**src/rtl/ripple_count_monitor.sv**
```systemverilog
// Samples an asynchronous ripple-counter bus and filters out ripple glitches.
// Each settled value is published once, and the monitor checks that successive
// values step by +1 modulo 2^WIDTH. It counts wraps and step errors.
module ripple_count_monitor #(
  parameter int unsigned WIDTH         = 4,
  parameter int unsigned STABLE_CYCLES = 2,
  parameter int unsigned ERR_CNT_W     = 8,
  parameter int unsigned WRAP_CNT_W    = 8
) (
  input  logic                  clk,
  input  logic                  rst_n,
  input  logic [WIDTH-1:0]      q_in,
  input  logic                  clr,
  output logic [WIDTH-1:0]      count_out,
  output logic                  count_valid,
  output logic                  wrap_pulse,
  output logic                  step_err,
  output logic [ERR_CNT_W-1:0]  err_cnt,
  output logic [WRAP_CNT_W-1:0] wrap_cnt,
  output logic                  locked
);

  localparam int unsigned RunW = $clog2(STABLE_CYCLES + 1);
  localparam logic [RunW-1:0] RunMax = RunW'(STABLE_CYCLES);

  typedef enum logic {StAcquire, StTrack} state_e;

  state_e           state_q;
  logic [WIDTH-1:0] sync1_q;
  logic [WIDTH-1:0] sync2_q;
  logic [WIDTH-1:0] cand_q;
  logic [RunW-1:0]  run_q;
  logic             accept;
  logic [WIDTH-1:0] next_expected;

  // Two-flop synchronizer per bit. No logic between the stages, and clr does not touch it.
  always_ff @(posedge clk or negedge rst_n) begin
    if (!rst_n) begin
      sync1_q <= '0;
      sync2_q <= '0;
    end else begin
      sync1_q <= q_in;
      sync2_q <= sync1_q;
    end
  end

  // Stability filter: tracks the candidate value and how long it has been seen, saturating.
  always_ff @(posedge clk or negedge rst_n) begin
    if (!rst_n) begin
      cand_q <= '0;
      run_q  <= '0;
    end else if (clr) begin
      cand_q <= sync2_q;
      run_q  <= '0;
    end else if (sync2_q != cand_q) begin
      cand_q <= sync2_q;
      run_q  <= RunW'(1);
    end else if (run_q < RunMax) begin
      run_q <= run_q + RunW'(1);
    end
  end

  // A settled candidate is published once. The second term blocks a repeat within one stable period.
  always_comb begin
    accept        = (run_q == RunMax) && ((state_q == StAcquire) || (cand_q != count_out));
    next_expected = count_out + WIDTH'(1);
  end

  // Tracking FSM with registered count, pulses and event counters.
  always_ff @(posedge clk or negedge rst_n) begin
    if (!rst_n) begin
      state_q     <= StAcquire;
      count_out   <= '0;
      count_valid <= 1'b0;
      wrap_pulse  <= 1'b0;
      step_err    <= 1'b0;
      err_cnt     <= '0;
      wrap_cnt    <= '0;
    end else begin
      count_valid <= 1'b0;
      wrap_pulse  <= 1'b0;
      step_err    <= 1'b0;
      if (clr) begin
        state_q   <= StAcquire;
        count_out <= '0;
        err_cnt   <= '0;
        wrap_cnt  <= '0;
      end else if (accept) begin
        count_out   <= cand_q;
        count_valid <= 1'b1;
        state_q     <= StTrack;
        // The first value after acquisition is the baseline and is not checked.
        if (state_q == StTrack) begin
          if (cand_q == next_expected) begin
            if (&count_out) begin
              wrap_pulse <= 1'b1;
              wrap_cnt   <= wrap_cnt + WRAP_CNT_W'(1);
            end
          end else begin
            step_err <= 1'b1;
            if (!(&err_cnt)) begin
              err_cnt <= err_cnt + ERR_CNT_W'(1);
            end
          end
        end
      end
    end
  end

  // Lock status comes straight from the state register.
  assign locked = (state_q == StTrack);

endmodule

```
**config.mk**
```make
export PLATFORM = sky130hd
export DESIGN_NAME = ripple_count_monitor
export DESIGN_NICKNAME = d
export VERILOG_FILES = /design/src/rtl/ripple_count_monitor.sv
export SDC_FILE = /design/constraint.sdc
export NUM_CORES = 1
export LEC_CHECK = 0
export CELL_PAD_IN_SITES_DETAIL_PLACEMENT = 0
export CELL_PAD_IN_SITES_GLOBAL_PLACEMENT = 1
export CORE_MARGIN = 1
export CORE_UTILIZATION = 30
export CTS_CLUSTER_DIAMETER = 60
export DETAILED_ROUTE_END_ITERATION = 8
export PLACE_DENSITY_LB_ADDON = 0.25
export SLEW_MARGIN = 20
export SYNTH_ARGS = -nofsm -noshare
export SYNTH_HDL_FRONTEND = slang
export SYNTH_SLANG_ARGS = --single-unit
```
**constraint.sdc**
```tcl
create_clock -name clk -period 2.45 [get_ports clk]
set_input_delay 0.3675 -clock clk [delete_from_list [all_inputs] [get_ports clk]]
set_output_delay 0.3675 -clock clk [all_outputs]
set_load 0.05 [all_outputs]
```
==> results.md, run 1 <==
- Crit path capture type: flip-flop
- Post-DP Area: 2108 sq um
- Pwr dens: 550.4 nW/um^2
- Measured slew at the worst slew-check pin: 0.8501 ns
- Worst-path clk slew: 0.07 ns
- Synth Register Bits: 38
- Initial Util: 0.3139
- Total power: 1219 uW
- CTS sink cnt: 38
- Worst hold path class: input port to asynchronous set/reset pin
- Final WL: 3.573 mm
- Post-route DRC: 0
- DP Cell Count: 253
- Core area: 5540 sq um
- Hpwl dp: 2.504 mm
- Leakage: 0.0008960 uW
- Delay of the slowest critical-path stage: 0.51 ns
- Syn_nets: 168
- Setup bufs post-CTS: 0
- Avg Inst Size Synth: 11.08 sq um
- Vias: 1252
- Clk root buf: clkbuf_8
- Worst slew margin: 0.4332
- Vias in the first global route: 1281
- TritonCTS clock tree: built
- Initial DRC Count: 62
- Core Rows: 27
- Vias per inst: 4.797
- Die Ht: 78.14 microns
- Post-route minimum period: 2.087 ns
- Ys Warns: 0
- Antenna diodes: 0
- Max-capacitance violation count: 0
- Crit-path cells: ha_1 -> xnor2_1 -> and2_1 -> nand3_2 -> or4_1 -> a21oi_1
- Die area: 6106 sq um
- Fin area: 2215 sq um
- Unique masters post-synth: 31
- Unrepaired setup endpoints after global routing: no
- Top delay family on crit path: simple AND/OR/NAND/NOR gates
- Share of cells above drive strength 1: 0.08466
- Buf+Inv Stages, Crit Path: 0
- Layout Skew: 0.009690 ns
- Clk buf depth: 2
- Post-cts sizing count: 0
- Sequential share of the synthesized area: 0.5468
- Largest net degree at the start of global routing: 39
- RePlAce Congestion: 0.7367
- Hold slack: 0.1942 ns
- First-pass GRT wire length: 6.265 mm
- WL per Instance: 13.69 microns
- VDD IR-drop max: 0.2357 mV
- Fin cells: 261
- Final setup viols: 0
- # H-tree levels: 2
- Synthesized cell area: 1739 sq um
- IO Pins: 31
- Type of the worst setup path: flip-flop to flip-flop
- CP Data Arrival Time: 2.29 ns
- DRT Pass-1 Iters: 4
- Initial antenna violation count: 0
- Post-DRT Antenna Nets: 0
- Slowest cell on crit path: or4_1
- Fill count: 562
- Req. time, crit path: 2.65 ns
- TNS Setup: 0 ns
- Fmax: 479.1 MHz
- Crit Path Max Fanout: 9
- Final net count: 199
- Final hold vios: 0
- Fin crit share: 0.8519
- Layout area overhead: 27.34%
- Worst skew pair latency: 0.28 ns
- CTS Buf Count: 5
- Die X: 78.14 microns
- Total GRT Usage: 0.1327
- Total global routing overflow: 0
- Pins over their slew limit: 0
- Post-Synthesis Cells: 157
- Status: finished, final reports clean
- Hold-fix buffers at CTS: 0
- Port Buf Inserts: 30
- Critical Path Source Type: flip-flop
## layout by cell type (no fill, tap or decap), types with 2 or more instances in the layout
cell,netlist,layout
mux2i_1,6,6
or4_1,5,5
clkbuf_8,0,5
clkdlybuf4s50_1,0,29
nor2_1,16,16
nor2b_1,3,3
nor4_1,3,3
inv_1,4,4
nand3_1,5,5
nand4_1,5,5
mux2_2,2,2
clkbuf_1,7,2
dfrtp_1,38,38
o21ai_0,5,5
ha_1,4,4
nor3b_1,2,2
a21oi_1,11,11
and2_1,2,2
xnor2_1,3,3
or3_1,5,5
nand2b_1,4,4
buf_4,0,2
o31ai_1,4,4
xor2_1,10,10
nand2_1,4,4
## metal layers
| layer | track usage | vias to the layer above | part of all wire |
|---|---|---|---|
| li1 | - | 605 | - |
| met1 | 0.1670 | 619 | 0.47 |
| met2 | 0.2175 | 26 | 0.49 |
| met3 | 0.03488 | 2 | 0.032 |
| met4 | 0.05000 | 0 | 0.0062 |
| met5 | 0 | - | 0 |
## area by class of cell
class | count | area (sq um) | share of cell area
clock inverter | 1 | 30.03 | 0.01356
tap | 72 | 90.09 | 0.04068
clock buffer | 7 | 76.32 | 0.03446
inverter | 4 | 15.01 | 0.006780
multi-input combinational | 107 | 742.0 | 0.3350
timing repair buffer | 32 | 310.3 | 0.1401
sequential | 38 | 950.9 | 0.4294
## flip-flops by register name, summed over array words and instances, names as in the netlist
register     cells
cand_q           4
count_out        4
count_valid      1
err_cnt          8
locked           1
run_q            2
step_err         1
sync1_q          4
sync2_q          4
wrap_cnt         8
wrap_pulse       1
## cell usage after synthesis (all sizes together)
cell | count | area [sq um]
xnor3 | 1 | 22.52
and2 | 2 | 12.51
nor2b | 3 | 18.77
a311oi | 1 | 8.760
nor3b | 2 | 15.01
xnor2 | 3 | 26.28
o21ba | 1 | 10.01
a21oi | 11 | 55.05
o21ai | 5 | 25.02
o21bai | 1 | 11.26
mux2i | 6 | 60.06
or3 | 6 | 38.79
xor2 | 11 | 103.9
clkbuf | 7 | 26.28
nor2 | 16 | 60.06
nand2b | 4 | 25.02
o41ai | 1 | 8.760
nand4 | 5 | 31.28
or4 | 5 | 37.54
o31ai | 4 | 30.03
inv | 4 | 15.01
nand2 | 4 | 15.01
nor4 | 3 | 18.77
nand3 | 6 | 35.03
dfrtp | 38 | 950.9
buf | 1 | 5.000
mux2 | 2 | 22.52
ha | 4 | 50.05
## worst paths after layout
| path | startpoint | to | slack (ns) | cells after the start |
|---|---|---|---|---|
| setup / recovery | count_out[0] | wrap_cnt[3] | 0.36 | 6 |
| setup reg to reg | count_out[0] | wrap_cnt[3] | 0.36 | 6 |
| min in group clk | sync1_q[2] | sync2_q[2] | 0.35 | 0 |
| max in group asynchronous | rst_n | count_out[3] | 1.72 | 1 |
| hold reg to reg | sync1_q[2] | sync2_q[2] | 0.35 | 0 |
| hold / removal | rst_n | wrap_cnt[7] | 0.19 | 1 |
## logic make-up (layout without fill, tap and decap cells)
kind of cell / Yosys count / count (layout) / synth area share
adder cells (fa/ha/maj): 4 / 4 / 0.02878
AND/OR/NAND/NOR: 56 / 56 / 0.1770
buffers and inverters: 12 / 44 / 0.02662
multiplexers: 8 / 8 / 0.04748
flip-flops: 38 / 38 / 0.5468
AO/OA/AOI/OAI: 24 / 24 / 0.08561
XOR/XNOR: 15 / 15 / 0.08777
## report_power, final
part	leakage, uW	switching [uW]	internal [uW]	total, uW
combinational	0.000343	35.9	23.5	59.4
sequential	0.000501	10.5	639	650
clock	0.0000524	205	305	510
## per-stage QoR
step / setup slack [ns] / utilization
after global routing: 0.1861 / 0.3997
after global placement: 0.4568 / 0.3805
after detailed placement: 0.3624 / 0.3805
after CTS: 0.3477 / 0.3997
final: 0.3628 / 0.3997
after floorplan: 0.1976 / -
Power figures use the tool's default switching activity.
==> run 2, diff against run 1 <==
- HOLD_SLACK_MARGIN: default -> 0.05
==> results of run 2 <==
Final layout, timing and power as in run 1 (identical DEF).
==> run 3, diff against run 2 <==
- CORE_MARGIN: 1 -> 4
==> results.md, run 3 (same netlist as run 1, synthesis figures left out) <==
- Crit-path cells: inv_1 -> ha_1 -> nand4_1 -> nor3b_1 -> nand3_2 -> or4_1 -> a21oi_1
- Internal reg-to-reg setup slack: 0.19 ns (-0.17 ns)
- Fmax: 443.2 MHz (-7.5%)
- Pwr dens: 558.1 nW/um^2 (+1.4%)
- Largest net degree at the start of global routing: 39 (unchanged)
- CP Data Arrival Time: 2.47 ns (+0.18 ns)
- Final WL: 3.424 mm (-4.2%)
- Clk root buf: clkbuf_8
- # H-tree levels: 2 (unchanged)
- Max-capacitance violation count: 0 (unchanged)
- Pins over their slew limit: 0 (unchanged)
- Post-route minimum period: 2.256 ns (+0.1689 ns)
- Fill count: 561 (-0.18%)
- Vias per inst: 4.749 (-1.0%)
- Unrepaired setup endpoints after global routing: no
- Crit Path Max Fanout: 9 (unchanged)
- Initial DRC Count: 19 (-69%)
- WL per Instance: 13.22 microns (-3.4%)
- First-pass GRT wire length: 6.030 mm (-3.8%)
- Hold-fix buffers at CTS: 0 (unchanged)
- Slowest cell on crit path: or4_1
- Final setup viols: 0 (unchanged)
- Fin crit share: 0.9209 (+0.06896)
- Delay of the slowest critical-path stage: 0.54 ns (+0.03 ns)
- VDD IR-drop max: 0.2410 mV (+2.2%)
- Post-route DRC: 0 (unchanged)
- Measured slew at the worst slew-check pin: 0.8285 ns (-0.02158 ns)
- Total global routing overflow: 0 (unchanged)
- Worst-path clk slew: 0.07 ns (about the same)
- Largest regs: err_cnt (8), wrap_cnt (8)
- TritonCTS clock tree: built
- Hpwl dp: 2.528 mm (+0.98%)
- Post-DP Area: 2101 sq um (-0.36%)
- Critical Path Source Type: flip-flop
- Clk buf depth: 2 (unchanged)
- CTS Buf Count: 5 (unchanged)
- Die area: 7080 sq um (+16%)
- Core area: 5574 sq um (+0.61%)
- Leakage: 0.0008954 uW (about the same)
- Antenna diodes: 0 (unchanged)
- Share of cells above drive strength 1: 0.08556 (+0.0009054)
- Critical R2R Capture: wrap_cnt[5]
- Launch point of the worst reg-to-reg path: run_q[0]
- Worst slew margin: 0.4476 (+0.01439)
- Port Buf Inserts: 30 (unchanged)
- Vias in the first global route: 1271 (-0.78%)
- Layout Skew: 0.003201 ns (-0.006489 ns)
- Layout area overhead: 27.27% (about the same)
- Worst skew pair latency: 0.28 ns (about the same)
- CTS sink cnt: 38 (unchanged)
- Final hold vios: 0 (unchanged)
- Vias: 1230 (-1.8%)
- Post-DRT Antenna Nets: 0 (unchanged)
- Req. time, crit path: 2.66 ns (about the same)
- Crit path capture type: flip-flop
- Most frequent cells in the layout: 38 x dfrtp_1, 29 x clkdlybuf4s50_1, 16 x nor2_1, 11 x a21oi_1, 10 x xor2_1
- Die Ht: 84.14 microns (+7.7%)
- Commonest non-fill, non-tap cell in the layout: dfrtp_1
- Initial antenna violation count: 0 (unchanged)
- RePlAce Congestion: 0.7661 (+4.0%)
- DRT Pass-1 Iters: 4 (unchanged)
- Fin area: 2213 sq um (about the same)
- Core Rows: 27 (unchanged)
- Hold slack: 0.1780 ns (-0.01623 ns)
- Status: finished, final reports clean
- Final design utilization: 0.3971 (-0.002647)
- Initial Util: 0.3120 (-0.001902)
- TNS Setup: 0 ns (unchanged)
- Total GRT Usage: 0.1051 (-0.02762)
- IO Pins: 31 (unchanged)
- Worst R2R Path Depth: 7 (+1)
- Post-cts sizing count: 0 (unchanged)
- Final net count: 198 (-0.50%)
- Type of the worst setup path: flip-flop to flip-flop
- Die X: 84.14 microns (+7.7%)
- Worst hold path class: input port to asynchronous set/reset pin
- Setup bufs post-CTS: 0 (unchanged)
-- run 3: final cells by class --
type | instances | area (sq um) | area share
sequential | 38 | 950.9 | 0.4296
multi-input combinational | 107 | 742.0 | 0.3352
timing repair buffer | 31 | 302.8 | 0.1368
tap | 72 | 90.09 | 0.04070
clock buffer | 6 | 82.58 | 0.03731
clock inverter | 1 | 30.03 | 0.01357
inverter | 4 | 15.01 | 0.006784
-- run 3: through the flow --
stage / worst slack (ns) / cells / power, uW
4_1_cts: 0.1801 / 259 / 1261
2_1_floorplan: 0.1976 / 157 / 691.8
3_3_place_gp: 0.2477 / 252 / 719.8
3_5_place_dp: 0.2173 / 252 / 720.9
6_report: 0.1938 / 259 / 1235
5_1_grt: 0.02245 / 259 / 1295
-- run 3: how the worst max path moves through the flow --
stage            startpoint           to  slack (ns)
2_1_floorplan  count_out[1]  wrap_cnt[5]        0.20
3_3_place_gp       run_q[0]  wrap_cnt[5]        0.25
3_5_place_dp       run_q[0]  wrap_cnt[5]        0.22
4_1_cts            run_q[0]  wrap_cnt[5]        0.18
5_1_grt            run_q[0]  wrap_cnt[5]        0.02
6_report           run_q[0]  wrap_cnt[5]        0.19
-- run 3: critical path, delay by kind of cell (launching register included) --
family	cells	cell delay, ns
AO/OA/AOI/OAI	1	0.16
buffers and inverters	1	0.06
AND/OR/NAND/NOR	4	1.23
adder cells (fa/ha/maj)	1	0.34
flip-flops	1	0.39
-- run 3: power breakdown --
group,total (uW),switching (uW),internal [uW]
Sequential,650,10.4,639
Combinational,57.3,33.9,23.4
Clock,528,203,325
Total,1240,247,988
-- run 3: per-layer routing --
metal,global-route usage,routed length [microns],vias up
met2,0.1722,1677,25
met5,0,0,-
met1,0.1319,1536,589
li1,-,-,611
met4,0.03947,46,0
met3,0.02944,163,5
==> variant: new RTL, config.mk and constraints of run 3 <==
Reset style: synchronous (`rst_n`), changed in 3 clocked blocks. Comments in the files are not updated.
--- a/src/rtl/ripple_count_monitor.sv
+++ b/src/rtl/ripple_count_monitor.sv
@@ -35,5 +35,5 @@
 
   // Two-flop synchronizer per bit. No logic between the stages, and clr does not touch it.
-  always_ff @(posedge clk or negedge rst_n) begin
+  always_ff @(posedge clk) begin
     if (!rst_n) begin
       sync1_q <= '0;
@@ -46,5 +46,5 @@
 
   // Stability filter: tracks the candidate value and how long it has been seen, saturating.
-  always_ff @(posedge clk or negedge rst_n) begin
+  always_ff @(posedge clk) begin
     if (!rst_n) begin
       cand_q <= '0;
@@ -68,5 +68,5 @@
 
   // Tracking FSM with registered count, pulses and event counters.
-  always_ff @(posedge clk or negedge rst_n) begin
+  always_ff @(posedge clk) begin
     if (!rst_n) begin
       state_q     <= StAcquire;
Check against the original RTL: differs if rst_n is asserted again (counterexample within 4 cycles, from zero or initial values and one cycle with rst_n low); with rst_n held inactive, the same outputs for 10 cycles.
==> variant against run 3 <==
  * Synthesized area down 6.1%
  * Count of clock-buffer cells in the layout unchanged
  * Wire length down 3.5%
  * Sequential cell count unchanged
  * Sequential power down 2%
  * Clock skew up 3.5 ps
  * Die area down 5.5%
  * Setup slack better by 200 ps
  * Final area down 1.3%
  * Total power up 8.5%
  * Critical endpoint is now err_cnt[2]
==> variant: results (changes against run 3) <==
* Worst reg-to-reg setup slack: 400 ps (+200 ps)
* Number of buffers created by CTS: 5 (unchanged)
- Worst hold path class: flop to flop
* Ratio of cells with drive above 1 in the final layout: 8.61% (+0.056 points)
- The count of inserted antenna diode cells came to 0 (unchanged).
- RR Startpoint: count_out[0]
* Post-synthesis async set-or-reset flop share: 0% (-100 points)
* Global Route met2 Usage: 19.0% (+1.8 points)
* Met3 layer usage reported by global route: 3.29% (+0.35 points)
- Reg2Reg Depth: 6 (-1)
- The slew at the pin with the worst max-slew slack came to 677 ps (-152 ps).
- The worst path arrival time was 2280 ps (-190 ps).
- The fraction of met1 tracks used by global routing is 12.8% (-0.39 points).
- The number of nets produced by synthesis was 182 (+8.3%).
- GR Util All Layers: 11.0% (+0.49 points)
- Final Routed Wirelength: 3.31 mm (-3.5%)
- The maximum resistive drop on vdd was 0.263 mV (+9.2%).
- The number of resized instances in the post-cts repair step was 1 (+1).
* Starting DRC count in detailed routing: 42 (+23)
- In the synthesized netlist, the cells that appear most often are sky130_fd_sc_hd__dfxtp_1, sky130_fd_sc_hd__nor2_1, sky130_fd_sc_hd__and2_1.
* Drt pass-1 iters: 4 (unchanged)
- The placement-stage worst setup slack came to 9.31 ps (-208 ps).
- The number of I/O port buffers was 30 (unchanged).
- By area the synthesized netlist is led by sky130_fd_sc_hd__dfxtp_1, sky130_fd_sc_hd__and2_1, sky130_fd_sc_hd__xnor2_1, sky130_fd_sc_hd__nor2_1, sky130_fd_sc_hd__a21oi_1.
* Status: finished clean
- Largest delay contributor family on the critical path: compound AO/OA/AOI/OAI gates
- The total vias in the final route was 1294 (+5.2%).
* R2R Path End: err_cnt[2]
- The post-detailed-placement half-perimeter wirelength came to 2.54 mm (+0.47%).
- The biggest fanout along the worst timing path came to 11 (+2).
* Final Net Count: 219 (+11%)
- CTS clock-pin slew for the worst setup and hold paths: 80 ps
* Delay of the slowest cell on the worst path: 620 ps (+80 ps)
- The tree is rooted in a sky130_fd_sc_hd__clkbuf_8.
- Pin count of the biggest net entering global routing: 23 (-41%)
- Share of the yosys chip area belonging to registers: 46.6% (-8.1 points)
- The global-route wire length before repair is 5.62 mm (-6.9%).
- The largest buffer count on any clock path is 2 (unchanged).
* Worst-case clock skew: 6.70 ps (+3.50 ps)
* Slowest CP cell: sky130_fd_sc_hd__a211oi_2
- The number of global-route vias before repair is 1244 (-2.1%).
- Number of distinct standard cells referenced by the synthesized netlist: 34 (+9.7%)
* Main synth FF type: sky130_fd_sc_hd__dfxtp_1
- Final estimated routing congestion in global placement: 0.835 (+9.0%)
* Leakage power: 0.798 nW (-11%)
variant: cell count changes in the layout (fill, tap and decap cells not counted), moves of 4 or more:
cell	change
sky130_fd_sc_hd__dfrtp_1	-38
sky130_fd_sc_hd__dfxtp_1	+38
sky130_fd_sc_hd__and2_1	+13
sky130_fd_sc_hd__a21o_1	+4
sky130_fd_sc_hd__and3_1	+4
sky130_fd_sc_hd__buf_4	+4
sky130_fd_sc_hd__nand3_1	+4
sky130_fd_sc_hd__or3_1	-4
sky130_fd_sc_hd__xnor2_1	+4
sky130_fd_sc_hd__xor2_1	-4
variant: layout make-up:
| class | count | area [um^2] |
|---|---|---|
| Fill cell | 520 | 3020 |
| Multi-Input combinational cell | 123 | 837 |
| Sequential cell | 38 | 761 |
| Timing Repair Buffer | 35 | 338 |
| Tap cell | 70 | 87.6 |
| Clock buffer | 6 | 82.6 |
| Clock inverter | 2 | 60.1 |
| Inverter | 5 | 18.8 |
variant: logic make-up (layout without fill, tap and decap cells):
logic type / count (synthesis) / after routing / synth area share, %
AND/OR/NAND/NOR: 73 / 73 / 24.8
adder cells (fa/ha/maj): 4 / 4 / 3.07
flip-flops: 38 / 38 / 46.6
XOR/XNOR: 16 / 16 / 10.4
AO/OA/AOI/OAI: 25 / 25 / 9.66
multiplexers: 5 / 5 / 3.07
buffers and inverters: 10 / 48 / 2.45
variant: how the worst max path moves through the flow:
stage	slack (ps)	depth (start not counted)	start	to
final	400	6	count_out[0]	err_cnt[2]
after global routing	170	6	count_out[0]	err_cnt[3]
after CTS	390	6	count_out[0]	err_cnt[2]
after detailed placement	9	6	count_out[0]	err_cnt[2]
after global placement	140	6	count_out[0]	err_cnt[2]
after floorplan	120	6	count_out[0]	wrap_cnt[6]
variant: through the flow:
step / utilization [%] / cells / cell area [um^2] / hold WS (ps)
3_5_place_dp: 39.1 / 271 / 2040 / 420
2_1_floorplan: - / 171 / 1630 / 412
5_1_grt: 42.0 / 279 / 2180 / 455
4_1_cts: 42.0 / 279 / 2180 / 440
3_3_place_gp: 39.1 / 271 / 2040 / 415
6_report: 42.0 / 279 / 2180 / 436
variant: layer usage:
| layer | vias up | part of all wire (%) |
|---|---|---|
| li1 | 665 | - |
| met1 | 600 | 45 |
| met2 | 24 | 48 |
| met3 | 5 | 4.8 |
| met4 | 0 | 1.6 |
| met5 | - | 0 |
variant: power by group:
part	switching [mW]	internal [mW]	leakage (nW)
clock	0.221	0.434	0.0714
combinational	0.0246	0.0266	0.418
sequential	0.00651	0.627	0.308
total	0.252	1.09	0.798
